**config.mk**
```make
export PLATFORM = sky130hd
export DESIGN_NAME = mult_4_arbiter
export DESIGN_NICKNAME = d
export VERILOG_FILES = /design/src/rtl/mult_4_arbiter.sv
export SDC_FILE = /design/constraint.sdc
export NUM_CORES = 1
export LEC_CHECK = 0
export ABC_AREA = 1
export BUFFER_PORTS_ARGS = -buffer_cell sky130_fd_sc_hd__buf_2
export CORE_MARGIN = 2
export CORE_UTILIZATION = 55
export CTS_CLUSTER_SIZE = 28
export DETAILED_ROUTE_END_ITERATION = 7
export PLACE_DENSITY = 0.84
export SLEW_MARGIN = 25
export SYNTH_ARGS = -nofsm -noshare
export SYNTH_HDL_FRONTEND = slang
export SYNTH_SLANG_ARGS = --single-unit
```
**constraint.sdc**
```tcl
create_clock -name clk -period 3.4 [get_ports clk]
set_clock_uncertainty 0.1 [all_clocks]
set_input_delay 0.34 -clock clk [delete_from_list [all_inputs] [get_ports clk]]
set_output_delay 0.34 -clock clk [all_outputs]
set_load 0.02 [all_outputs]
```
**src/rtl/mult_4_arbiter.sv**
```systemverilog
// rtl/mult_4_arbiter.sv - round-robin arbiter sharing one sequential mult_4 multiplier
//
// Grants one of NUM_REQ requesters at a time, captures its 4-bit operands,
// holds mul_init for INIT_CYCLES cycles, waits for mul_done (bounded by
// TIMEOUT cycles) and returns the 8-bit product tagged with the requester id.
//
// Ports:
//   clk        system clock, all logic on posedge
//   rst        asynchronous reset, active-low
//   req        per-requester request level
//   req_a      operand A, requester i at [4i+3:4i]
//   req_b      operand B, requester i at [4i+3:4i]
//   ack        one-cycle pulse, operands of requester i captured
//   rsp_valid  one-cycle pulse, rsp_pp/rsp_id/rsp_err valid
//   rsp_pp     product (0 on timeout)
//   rsp_id     requester owning the response
//   rsp_err    high with rsp_valid when the multiplier timed out
//   busy       high whenever the arbiter is not idle
//   mul_init   to multiplier init
//   mul_a      to multiplier A (stable from launch through wait)
//   mul_b      to multiplier B
//   mul_pp     from multiplier product
//   mul_done   from multiplier done

module mult_4_arbiter #(
  parameter int NUM_REQ     = 4,
  parameter int ID_W        = 2,
  parameter int INIT_CYCLES = 2,
  parameter int TIMEOUT     = 31
) (
  input  logic                 clk,
  input  logic                 rst,
  input  logic [NUM_REQ-1:0]   req,
  input  logic [4*NUM_REQ-1:0] req_a,
  input  logic [4*NUM_REQ-1:0] req_b,
  output logic [NUM_REQ-1:0]   ack,
  output logic                 rsp_valid,
  output logic [7:0]           rsp_pp,
  output logic [ID_W-1:0]      rsp_id,
  output logic                 rsp_err,
  output logic                 busy,
  output logic                 mul_init,
  output logic [3:0]           mul_a,
  output logic [3:0]           mul_b,
  input  logic [7:0]           mul_pp,
  input  logic                 mul_done
);

  typedef enum logic [1:0] {
    S_IDLE    = 2'd0,
    S_LAUNCH  = 2'd1,
    S_WAIT    = 2'd2,
    S_DELIVER = 2'd3
  } state_t;

  state_t              state, state_n;
  logic [ID_W-1:0]     last_grant, last_grant_n;
  logic [ID_W-1:0]     gnt_id, gnt_id_n;
  logic [3:0]          init_cnt, init_cnt_n;
  logic [7:0]          wait_cnt, wait_cnt_n;

  logic [NUM_REQ-1:0]  ack_n;
  logic                rsp_valid_n;
  logic [7:0]          rsp_pp_n;
  logic [ID_W-1:0]     rsp_id_n;
  logic                rsp_err_n;
  logic                busy_n;
  logic                mul_init_n;
  logic [3:0]          mul_a_n;
  logic [3:0]          mul_b_n;

  logic                pick_found;
  logic [ID_W-1:0]     pick_id;

  // Round-robin pick: first set request bit starting just after last_grant.
  always_comb begin
    pick_found = 1'b0;
    pick_id    = '0;
    for (int k = 1; k <= NUM_REQ; k++) begin
      if (!pick_found && req[(int'(last_grant) + k) % NUM_REQ]) begin
        pick_found = 1'b1;
        pick_id    = ID_W'((int'(last_grant) + k) % NUM_REQ);
      end
    end
  end

  // Next-state and next-output logic; every output is registered below.
  always_comb begin
    state_n      = state;
    last_grant_n = last_grant;
    gnt_id_n     = gnt_id;
    init_cnt_n   = init_cnt;
    wait_cnt_n   = wait_cnt;
    ack_n        = '0;
    rsp_valid_n  = 1'b0;
    rsp_pp_n     = rsp_pp;
    rsp_id_n     = rsp_id;
    rsp_err_n    = rsp_err;
    busy_n       = busy;
    mul_init_n   = mul_init;
    mul_a_n      = mul_a;
    mul_b_n      = mul_b;

    case (state)
      S_IDLE: begin
        if (pick_found) begin
          gnt_id_n       = pick_id;
          last_grant_n   = pick_id;
          mul_a_n        = req_a[4*int'(pick_id) +: 4];
          mul_b_n        = req_b[4*int'(pick_id) +: 4];
          // ack and mul_init land together in the first LAUNCH cycle
          ack_n[pick_id] = 1'b1;
          mul_init_n     = 1'b1;
          busy_n         = 1'b1;
          init_cnt_n     = '0;
          state_n        = S_LAUNCH;
        end
      end
      S_LAUNCH: begin
        if (init_cnt == 4'(INIT_CYCLES - 1)) begin
          mul_init_n = 1'b0;
          wait_cnt_n = '0;
          state_n    = S_WAIT;
        end else begin
          init_cnt_n = init_cnt + 4'd1;
        end
      end
      S_WAIT: begin
        // done is checked before the timeout so a done on the last cycle wins
        if (mul_done) begin
          rsp_pp_n    = mul_pp;
          rsp_err_n   = 1'b0;
          rsp_id_n    = gnt_id;
          rsp_valid_n = 1'b1;
          state_n     = S_DELIVER;
        end else if (wait_cnt == 8'(TIMEOUT - 1)) begin
          rsp_pp_n    = 8'd0;
          rsp_err_n   = 1'b1;
          rsp_id_n    = gnt_id;
          rsp_valid_n = 1'b1;
          state_n     = S_DELIVER;
        end else begin
          wait_cnt_n = wait_cnt + 8'd1;
        end
      end
      S_DELIVER: begin
        busy_n  = 1'b0;
        state_n = S_IDLE;
      end
      default: begin
        state_n = S_IDLE;
      end
    endcase
  end

  always_ff @(posedge clk or negedge rst) begin
    if (!rst) begin
      state      <= S_IDLE;
      last_grant <= ID_W'(NUM_REQ - 1);
      gnt_id     <= '0;
      init_cnt   <= '0;
      wait_cnt   <= '0;
      ack        <= '0;
      rsp_valid  <= 1'b0;
      rsp_pp     <= '0;
      rsp_id     <= '0;
      rsp_err    <= 1'b0;
      busy       <= 1'b0;
      mul_init   <= 1'b0;
      mul_a      <= '0;
      mul_b      <= '0;
    end else begin
      state      <= state_n;
      last_grant <= last_grant_n;
      gnt_id     <= gnt_id_n;
      init_cnt   <= init_cnt_n;
      wait_cnt   <= wait_cnt_n;
      ack        <= ack_n;
      rsp_valid  <= rsp_valid_n;
      rsp_pp     <= rsp_pp_n;
      rsp_id     <= rsp_id_n;
      rsp_err    <= rsp_err_n;
      busy       <= busy_n;
      mul_init   <= mul_init_n;
      mul_a      <= mul_a_n;
      mul_b      <= mul_b_n;
    end
  end

endmodule

```
# Word-level counts from Yosys, hierarchy flattened
# Cells that the tools add are included.
[totals] regBits=44 output_inout_bits=26 word_cells=115
[classes] add_sub_neg=6 n_lt_le_gt_ge=6 n_eq_ne=11 shift=2 muxes=49 bitwise_logic=4 n_reduce_logical=23
[op_table] cell="2-to-1 mux 8 bit" n=5
[op_table] cell="indexed part select 16 x 5 -> 4 bit" n=2
[op_table] cell="2-to-1 mux 1 bit" n=20
[op_table] cell="2-to-1 mux 2 bit" n=10
[op_table] cell="< comparator 3 x 4 -> 1 bit (second input constant)" n=4
[op_table] cell="2-to-1 mux 4 bit" n=4
[op_table] cell="case mux 8 bit (2 select lines)" n=1
[op_table] cell="inequality test 2 bit (second input constant)" n=5
[op_table] cell="AND reduction 3 bit" n=3
[op_table] cell="adder 8 x 1 -> 8 bit (second input constant)" n=1
[op_table] cell="binary-select mux 1 bit (select 2 bit)" n=4
[op_table] cell="== test 8 x 5 -> 1 bit (second input constant)" n=1
[op_table] cell="case mux 2 bit (4 select lines)" n=1
[op_table] cell="case mux 4 bit (2 select lines)" n=1
[op_table] cell="nonzero test 2 bit" n=4
[op_table] cell="OR reduction 2 bit" n=4
[op_table] cell="AND reduction 2 bit" n=3
[op_table] cell="adder 2 x 1 -> 2 bit (second input constant)" n=2
[op_table] cell="adder 2 bit (second input constant)" n=2
[op_table] cell="adder 4 x 1 -> 4 bit (second input constant)" n=1
[op_table] cell="AND 1 bit (first input constant)" n=4
[op_table] cell="== test 2 bit (second input constant)" n=2
[op_table] cell="== test 4 x 1 -> 1 bit (second input constant)" n=1
[op_table] cell="logical AND 1 bit" n=4
[op_table] cell="9 further kinds" n=12

# Depth between registers and ports, before layout
# Gate-level depths: netlist of the first run.
[logic_depth] ltp_word=22 ltp_mapped=16 ltp_nobuf=14

# Worst setup path before layout of the first run
# OpenSTA, ideal clock, no wires.
[synth_path] path_kind="register -> register" start="register wait_cnt[0]" end="register rsp_id[0]" setup_time_ns=0.125 arrival_ns=1.745 t_required_ns=3.175 setup_slack_ns=1.430 path_stages_with_launch=9 path_cell_list="dfrtp_1 inv_1 ha_1 nor3b_1 nand4_1 or2_2 buf_2 nand2_1 mux2_2"
[synth_between] elab_chain_cells=3
[synth_lines] element="from (decl)" line_no="60" text="logic [7:0] wait_cnt, wait_cnt_n;"
[synth_lines] element="from (signal assigned)" line_no="177" text="wait_cnt <= wait_cnt_n;"
[synth_lines] element="== test 8 x 5 -> 1 bit" line_no="136" text="end else if (wait_cnt == 8'(TIMEOUT - 1)) begin"
[synth_lines] element="nonzero test 2 bit (no source line)"
[synth_lines] element="AND reduction 2 bit (no source line)"
[synth_lines] element="to (signal assigned)" line_no="181" text="rsp_id <= rsp_id_n;"
[synth_lines] element="to (decl)" line_no="39" text="output logic [ID_W-1:0] rsp_id,"
# No other way between the ends.
# A chain may end at the register's enable or synchronous reset.

# Worst setup path after layout of the first run
[layout_path] start="register last_grant[0]" end="register mul_b[2]"
[layout_between] elab_chain_cells=15 word_cells_on_any_way=32
[layout_lines] element="from (decl)" line_no="57" text="logic [ID_W-1:0] last_grant, last_grant_n;"
[layout_lines] element="from (signal assigned)" line_no="159" text="last_grant <= ID_W'(NUM_REQ - 1);"
[layout_lines] element="from (signal assigned)" line_no="174" text="last_grant <= last_grant_n;"
[layout_lines] element="adder 2 x 1 -> 2 bit" line_no="80, 82"
[layout_lines] element="binary-select mux 1 bit (select 2 bit)" line_no="80" text="if (!pick_found && req[(int'(last_grant) + k) % NUM_REQ]) begin"
[layout_lines] element="2-to-1 mux 1 bit (implied by the code) (2 in series)" line_no="80"
[layout_lines] element="2-to-1 mux 1 bit" line_no="80"
[layout_lines] element="logical NOT 1 bit" line_no="80"
[layout_lines] element="logical AND 1 bit" line_no="80"
[layout_lines] element="2-to-1 mux 1 bit" line_no="80"
[layout_lines] element="logical NOT 1 bit" line_no="80"
[layout_lines] element="logical AND 1 bit" line_no="80"
[layout_lines] element="2-to-1 mux 1 bit" line_no="80"
[layout_lines] element="logical NOT 1 bit" line_no="80"
[layout_lines] element="logical AND 1 bit" line_no="80"
[layout_lines] element="2-to-1 mux 2 bit or 2-to-1 mux 1 bit (tied branches)" line_no="80"
[layout_lines] element="indexed part select 16 x 5 -> 4 bit or AND reduction 2 bit (tied branches)"
[layout_lines] element="to (signal assigned)" line_no="186" text="mul_b <= mul_b_n;"
[layout_lines] element="to (decl)" line_no="44" text="output logic [3:0] mul_b,"
# Parallel ways exist; a longest one is shown, timed or not. The select of a mux whose other input is x is not followed.

==> results of run 1 <==
==> power groups by stage <==
stage	clock network [mW]	registers, mW	logic (mW)
final	0.341	0.871	1.92
after global placement	0	0.874	1.84
after detailed placement	0	0.875	1.89
after CTS	0.344	0.868	1.92
after floorplan	0	1.01	1.36
after global routing	0.365	0.892	2.15
==> critical path, delay by kind of cell, from the launching register on <==
family | cells | cell delay (ps)
buffers and inverters | 1 | 100
flip-flops | 1 | 660
AND/OR/NAND/NOR | 13 | 1380
==> cell families (layout without fill, tap and decap cells) <==
family | count (synthesis) | in the layout | synth area share, %
xor gates and xnor gates | 3 | 3 | 1.01
AOI/OAI and AO/OA | 29 | 29 | 6.39
DFF | 44 | 44 | 42.4
muxes | 1 | 1 | 0.432
buffers and inverters | 56 | 132 | 8.99
adders and majority gates | 9 | 9 | 4.32
and+or+nand+nor | 196 | 196 | 36.5
==> area by class of cell <==
cell class	instances	area (µm²)	area share (%)
Clock inverter	1	7.51	0.242
Inverter	51	194	6.26
Sequential cell	44	1100	35.6
Tap cell	54	67.6	2.18
Multi-Input combinational cell	238	1270	40.9
Clock buffer	7	86.3	2.79
Timing Repair Buffer	73	373	12.0
==> state kept, by name, indices dropped and copies added, names as in the netlist <==
signal,count
mul_init,1
rsp_id,2
gnt_id,2
init_cnt,4
wait_cnt,8
last_grant,2
rsp_err,1
mul_b,4
busy,1
state,2
mul_a,4
rsp_pp,8
ack,4
rsp_valid,1
==> layer usage <==
metal,up-vias,track usage [%],wire length (µm)
met3,10,4.83,254
met4,0,6.58,70
met2,69,39.4,2830
met5,-,0,0
met1,1126,28.5,2430
li1,1233,-,-
==> how the worst min path moves through the flow <==
stage                                from                       to  slack, ps  cells after the start
floorplan                             rst         ack[0]$_DFF_PN0_        -60                      0
global placement     mul_init$_DFFE_PN0P_     mul_init$_DFFE_PN0P_        360                      2
detailed placement  gnt_id[0]$_DFFE_PN0P_    gnt_id[0]$_DFFE_PN0P_        370                      2
CTS                                   rst  wait_cnt[4]$_DFFE_PN0P_        120                      1
global route                    mul_pp[7]    rsp_pp[7]$_DFFE_PN0P_        150                      3
finish                          mul_pp[0]    rsp_pp[0]$_DFFE_PN0P_        140                      3
==> metrics by stage <==
step / utilization, % / cells / hold WS (ps)
after floorplan: - / 338 / -55.6
after global placement: 64.6 / 459 / 365
after detailed placement: 64.6 / 459 / 369
after CTS: 66.6 / 467 / 122
after global routing: 66.9 / 468 / 148
final: 66.9 / 468 / 141
==> synth_stat cells, types with 3 or more instances <==
library cell	number	share of area (%)
inv_2	6	0.86
or2_1	4	0.96
nand3_1	38	7.3
nand3_4	3	2.0
o211ai_1	5	1.4
nand4_1	13	3.1
nand2_1	99	14
dfrtp_1	42	40
nand2_2	8	1.9
nor2_1	18	2.6
o21ai_0	3	0.58
nand2_4	3	1.3
a21oi_1	10	1.9
nor3_1	3	0.58
o21ai_1	7	1.3
inv_1	44	6.3
ha_1	9	4.3
==> impl_metrics.toml, run 1 <==
[grt]
grt_usage_pct = 22.7
grt_overflow = 0
antenna_found_initial = 0
grt_pass1_vias = 2339
grt_pass1_wl_um = 9630
grt_max_degree = 45

[sta]
max_freq_mhz = 434
fin_crit_sh_pct = 67.7
layout_setup_ws_ps = 1100
slew_viol_final = 0
tns_ps = 0
worst_pin_slew_ps = 544
finalSetupViolations = 0
hold_viol = 0
period_needed_ps = 2300
grt_setup_unrepaired = "no"
maxSlewHeadroom_pct = 63.7

[yosys]
synth_ff_type = "dfrtp_1"
synth_seq_cells = 44
syn_nets = 394
synth_cells = 338
ys.warnings.count = 0
ys_types = 33
seq_area_frac_synth_pct = 42.4
syn-cell-area_mm2 = 0.00260
avgSynthCellArea_um2 = 7.70
synthArstFlopShare_pct = 100
synth-edff-count = 0

[power]
swShare_pct = 51.7
worst_ir_drop_vdd_mv = 0.528
power.internal_mw = 1.51
power_mw = 3.13
p_leak_nw = 1.75
p_comb_share_pct = 61.3
seq_power_share_pct = 27.8
power-per-cell-area_mw_per_mm2 = 1010
p_sw_mw = 1.62
p_clk_share_pct = 10.9

[drt]
drc_errors = 0
wl_per_cell_um = 11.9
detail_route.wirelength_um = 5590
routed_via_density = 5.21
first_pass_iters = 4
drt_iter0_drc = 125
ant_nets = 0
num_vias = 2438

[setup_path]
path_class = "reg -> reg"
startpoint = "last_grant[0]$_DFFE_PN1P_"
reg2reg_from = "last_grant[0]$_DFFE_PN1P_"
crit_chain = "inv_4 -> nand2_1 -> nand2_1 -> nand2_1 -> nand2_1 -> nand2_2 -> nand2_2 -> nand2_4 -> nand3_4 -> nand2_1 -> nand3_1 -> nand2_1 -> nand2_1 -> nand2_1"
crit_top_cell = "nand2_1"
worstPathRequired_ps = 3540
cpPeakStageDelay_ps = 660
crit_slowest_cell = "dfstp_2"
critical_path_arrival_ps = 2440
crit_path_max_fanout = 25
reg2reg_depth = 14
start_kind = "register"
cp-end-kind = "register"
worst-r2r-setup-slack_ps = 1100
endpoint = "mul_b[2]$_DFFE_PN0P_"
rr_endpoint = "mul_b[2]$_DFFE_PN0P_"

[hold_path]
hp-class = "in -> reg"

[clock_network]
cts_setup_buffers = 0
cts_buffers = 5
clk_path_buf_depth = 2
clk_latency_ps = 300
cts.clk_slew.worst_paths_ps = 80
cts_root_buf = "clkbuf_8"
cts-hold-fix-buffers = 0
cts_tree = "done"
htree_num_levels = 2
post_cts_resized = 0
clock-sinks = 44

[cells_and_area]
mostFrequentLayoutCells = "nand2_1, buf_2, inv_1"
diodes = 0
drive_above_1_share_pct = 26.3
layout_commonest_cell = "nand2_1"
syn2layout_area_growth_pct = 19.0
final_cell_area_mm2 = 0.00310
num-nets-final = 469
fillers = 379

[place]
dp_hpwl_um = 4130
place_area_mm2 = 0.00299
gp_congestion = 0.825
dp_worst_setup_slack_ps = 1120
numPortBuffers = 72

[run_status]
status = "complete, no violations"

[floorplanning]
rows = 25
start_util_pct = 56.2
die_w_um = 72.8
core_mm2 = 0.00463
die_y_um = 72.8
design.die.area_mm2 = 0.00530
pin_count = 73

[run]
drv_cap = 0
Power figures use the tool's default switching activity.
==> inputs of run 2 (changes only) <==
- CORE_UTILIZATION: 55 -> 47
- PLACE_DENSITY: 0.84 -> 0.76
- clock period: 3.4 -> 2.1 ns (I/O delays scaled with it)
==> run 2 against run 1 <==
Via count is 5.5% higher. Power grew 86%. Core utilization down 3.7 points. Register-to-register slack got worse by 1200 ps. Critical path depth down 1. The flow now finishes with violations (setup timing). Clock-buffer cell count decreased by 2. Clock power increased by 50%. Final area up 11%. Largest power group unchanged. Sequential cell count did not move.
==> impl_metrics.toml, run 2 (synthesis gave the netlist of run 1 again) <==
[run_status]
status = "finished, violations left"
violations = "setup timing"

[floorplanning]
core_mm2 = 0.00544
pin_count = 73
start_util_pct = 47.9
design.die.area_mm2 = 0.00615
die_w_um = 78.4
rows = 27
die_y_um = 78.4

[power]
p_clk_share_pct = 8.8
power-per-cell-area_mw_per_mm2 = 1690
p_comb_share_pct = 67.3
seq_power_share_pct = 23.9
p_sw_mw = 2.99
power.internal_mw = 2.83
swShare_pct = 51.3
p_leak_nw = 1.89
power_mw = 5.82
worst_ir_drop_vdd_mv = 0.879

[sta]
period_needed_ps = 2230
worst_pin_slew_ps = 578
slew_viol_final = 0
grt_setup_unrepaired = "yes"
layout_setup_ws_ps = -125
max_freq_mhz = 449
finalSetupViolations = 16
fin_crit_sh_pct = 106
whs_ps = 9.60
hold_viol = 0
maxSlewHeadroom_pct = 61.5

[place]
numPortBuffers = 72
place_area_mm2 = 0.00310
gp_congestion = 0.852
dp_hpwl_um = 4460
dp_worst_setup_slack_ps = -38.2

[cells_and_area]
num-nets-final = 492
mostFrequentLayoutCells = "nand2_1, buf_2, inv_1"
reg.largest.list = "rsp_pp x8, wait_cnt x8"
syn2layout_area_growth_pct = 32.1
final_cell_area_mm2 = 0.00344
drive_above_1_share_pct = 36.0
diodes = 0
final_core_util_pct = 63.2
layout_commonest_cell = "nand2_1"

[grt]
grt_pass1_vias = 2238
grt_overflow = 0
antenna_found_initial = 0
grt_max_degree = 45
grt_usage_pct = 19.5
grt_pass1_wl_um = 9720

[hold_path]
hp-class = "in -> reg"
hold_depth = 3
min_from = "mul_pp[3]"
hold_end = "rsp_pp[3]$_DFFE_PN0P_"

[setup_path]
start_kind = "register"
cp-end-kind = "register"
worst-r2r-setup-slack_ps = -130
rr_endpoint = "init_cnt[0]$_DFFE_PN0P_"
reg2reg_from = "last_grant[0]$_DFFE_PN1P_"
crit_path_max_fanout = 8
worstPathRequired_ps = 2190
critical_path_arrival_ps = 2310
path_class = "reg -> reg"
reg2reg_depth = 13

[drt]
num_vias = 2573
wl_per_cell_um = 12.7
first_pass_iters = 4
drc_errors = 0
detail_route.wirelength_um = 6460
drt_iter0_drc = 132
routed_via_density = 5.06
ant_nets = 0

[clock_network]
cts_root_buf = "clkbuf_8"
cts.clk_slew.worst_paths_ps = 80
htree_num_levels = 2
cts_buffers = 5
clk_latency_ps = 300
cts_tree = "done"
clk_path_buf_depth = 2
clock-sinks = 44

[run]
drv_cap = 0
run 2: through the flow:
stage	TNS (ps)	std cells
after detailed placement	-101	489
after global placement	0	489
after floorplan	0	338
final	-883	508
after global routing	-3160	508
after CTS	-141	497
run 2: cell type report:
type	count	area [µm²]
multi-input cells	240	1420
clock buffers	5	68.8
flip-flops and latches	44	1100
fillers	479	2000
well taps	72	90.1
clock inverters	2	12.5
inverters	51	199
repair buffers	94	548
run 2: worst max-delay path by stage:
stage,startpoint,end,slack (ps),cells after the start
floorplan,wait_cnt[0]$_DFFE_PN0P_,rsp_id[0]$_DFFE_PN0P_,130,8
global placement,last_grant[1]$_DFFE_PN1P_,mul_a[3]$_DFFE_PN0P_,40,12
detailed placement,last_grant[0]$_DFFE_PN1P_,mul_a[1]$_DFFE_PN0P_,-40,12
CTS,last_grant[0]$_DFFE_PN1P_,mul_a[1]$_DFFE_PN0P_,-50,12
global route,last_grant[0]$_DFFE_PN1P_,init_cnt[0]$_DFFE_PN0P_,-210,13
finish,last_grant[0]$_DFFE_PN1P_,init_cnt[0]$_DFFE_PN0P_,-130,13
run 2: power by group through the flow:
stage	logic [mW]	registers [mW]	clock network, mW
2_1_floorplan	2.21	1.64	0
3_3_place_gp	3.18	1.40	0
3_5_place_dp	3.26	1.41	0
4_1_cts	3.27	1.39	0.528
5_1_grt	4.31	1.43	0.557
6_report	3.92	1.39	0.512
run 2: worst max-delay path: stages, from the launching register on:
cell and delay (ps):
dfstp_2 640, clkinv_4 150, nand2_4 100, nand2_2 60, nand2_2 100, nand2_4 90
nor2_8 150, nand3_4 180, nand2_8 150, o21ai_2 80, nand2_2 120, inv_4 60
nand3_1 70, o21ai_1 70
run 2: routing by layer:
layer	share of wire, %	GRT usage [%]	vias up
li1	-	-	1293
met1	44	26.0	1211
met2	51	32.9	63
met3	4.1	3.91	6
met4	0.68	4.56	0
met5	0	0	-
run 2: repair_timing:
item                       in CTS  in global routing
hold buffers                    1                  0
setup endpoints to repair       5                 24
gates cloned                    0                  2
hold endpoints to repair       42                  0
resized for setup               1                 38
pin swaps                       0                 12
buffers inserted                0                  9
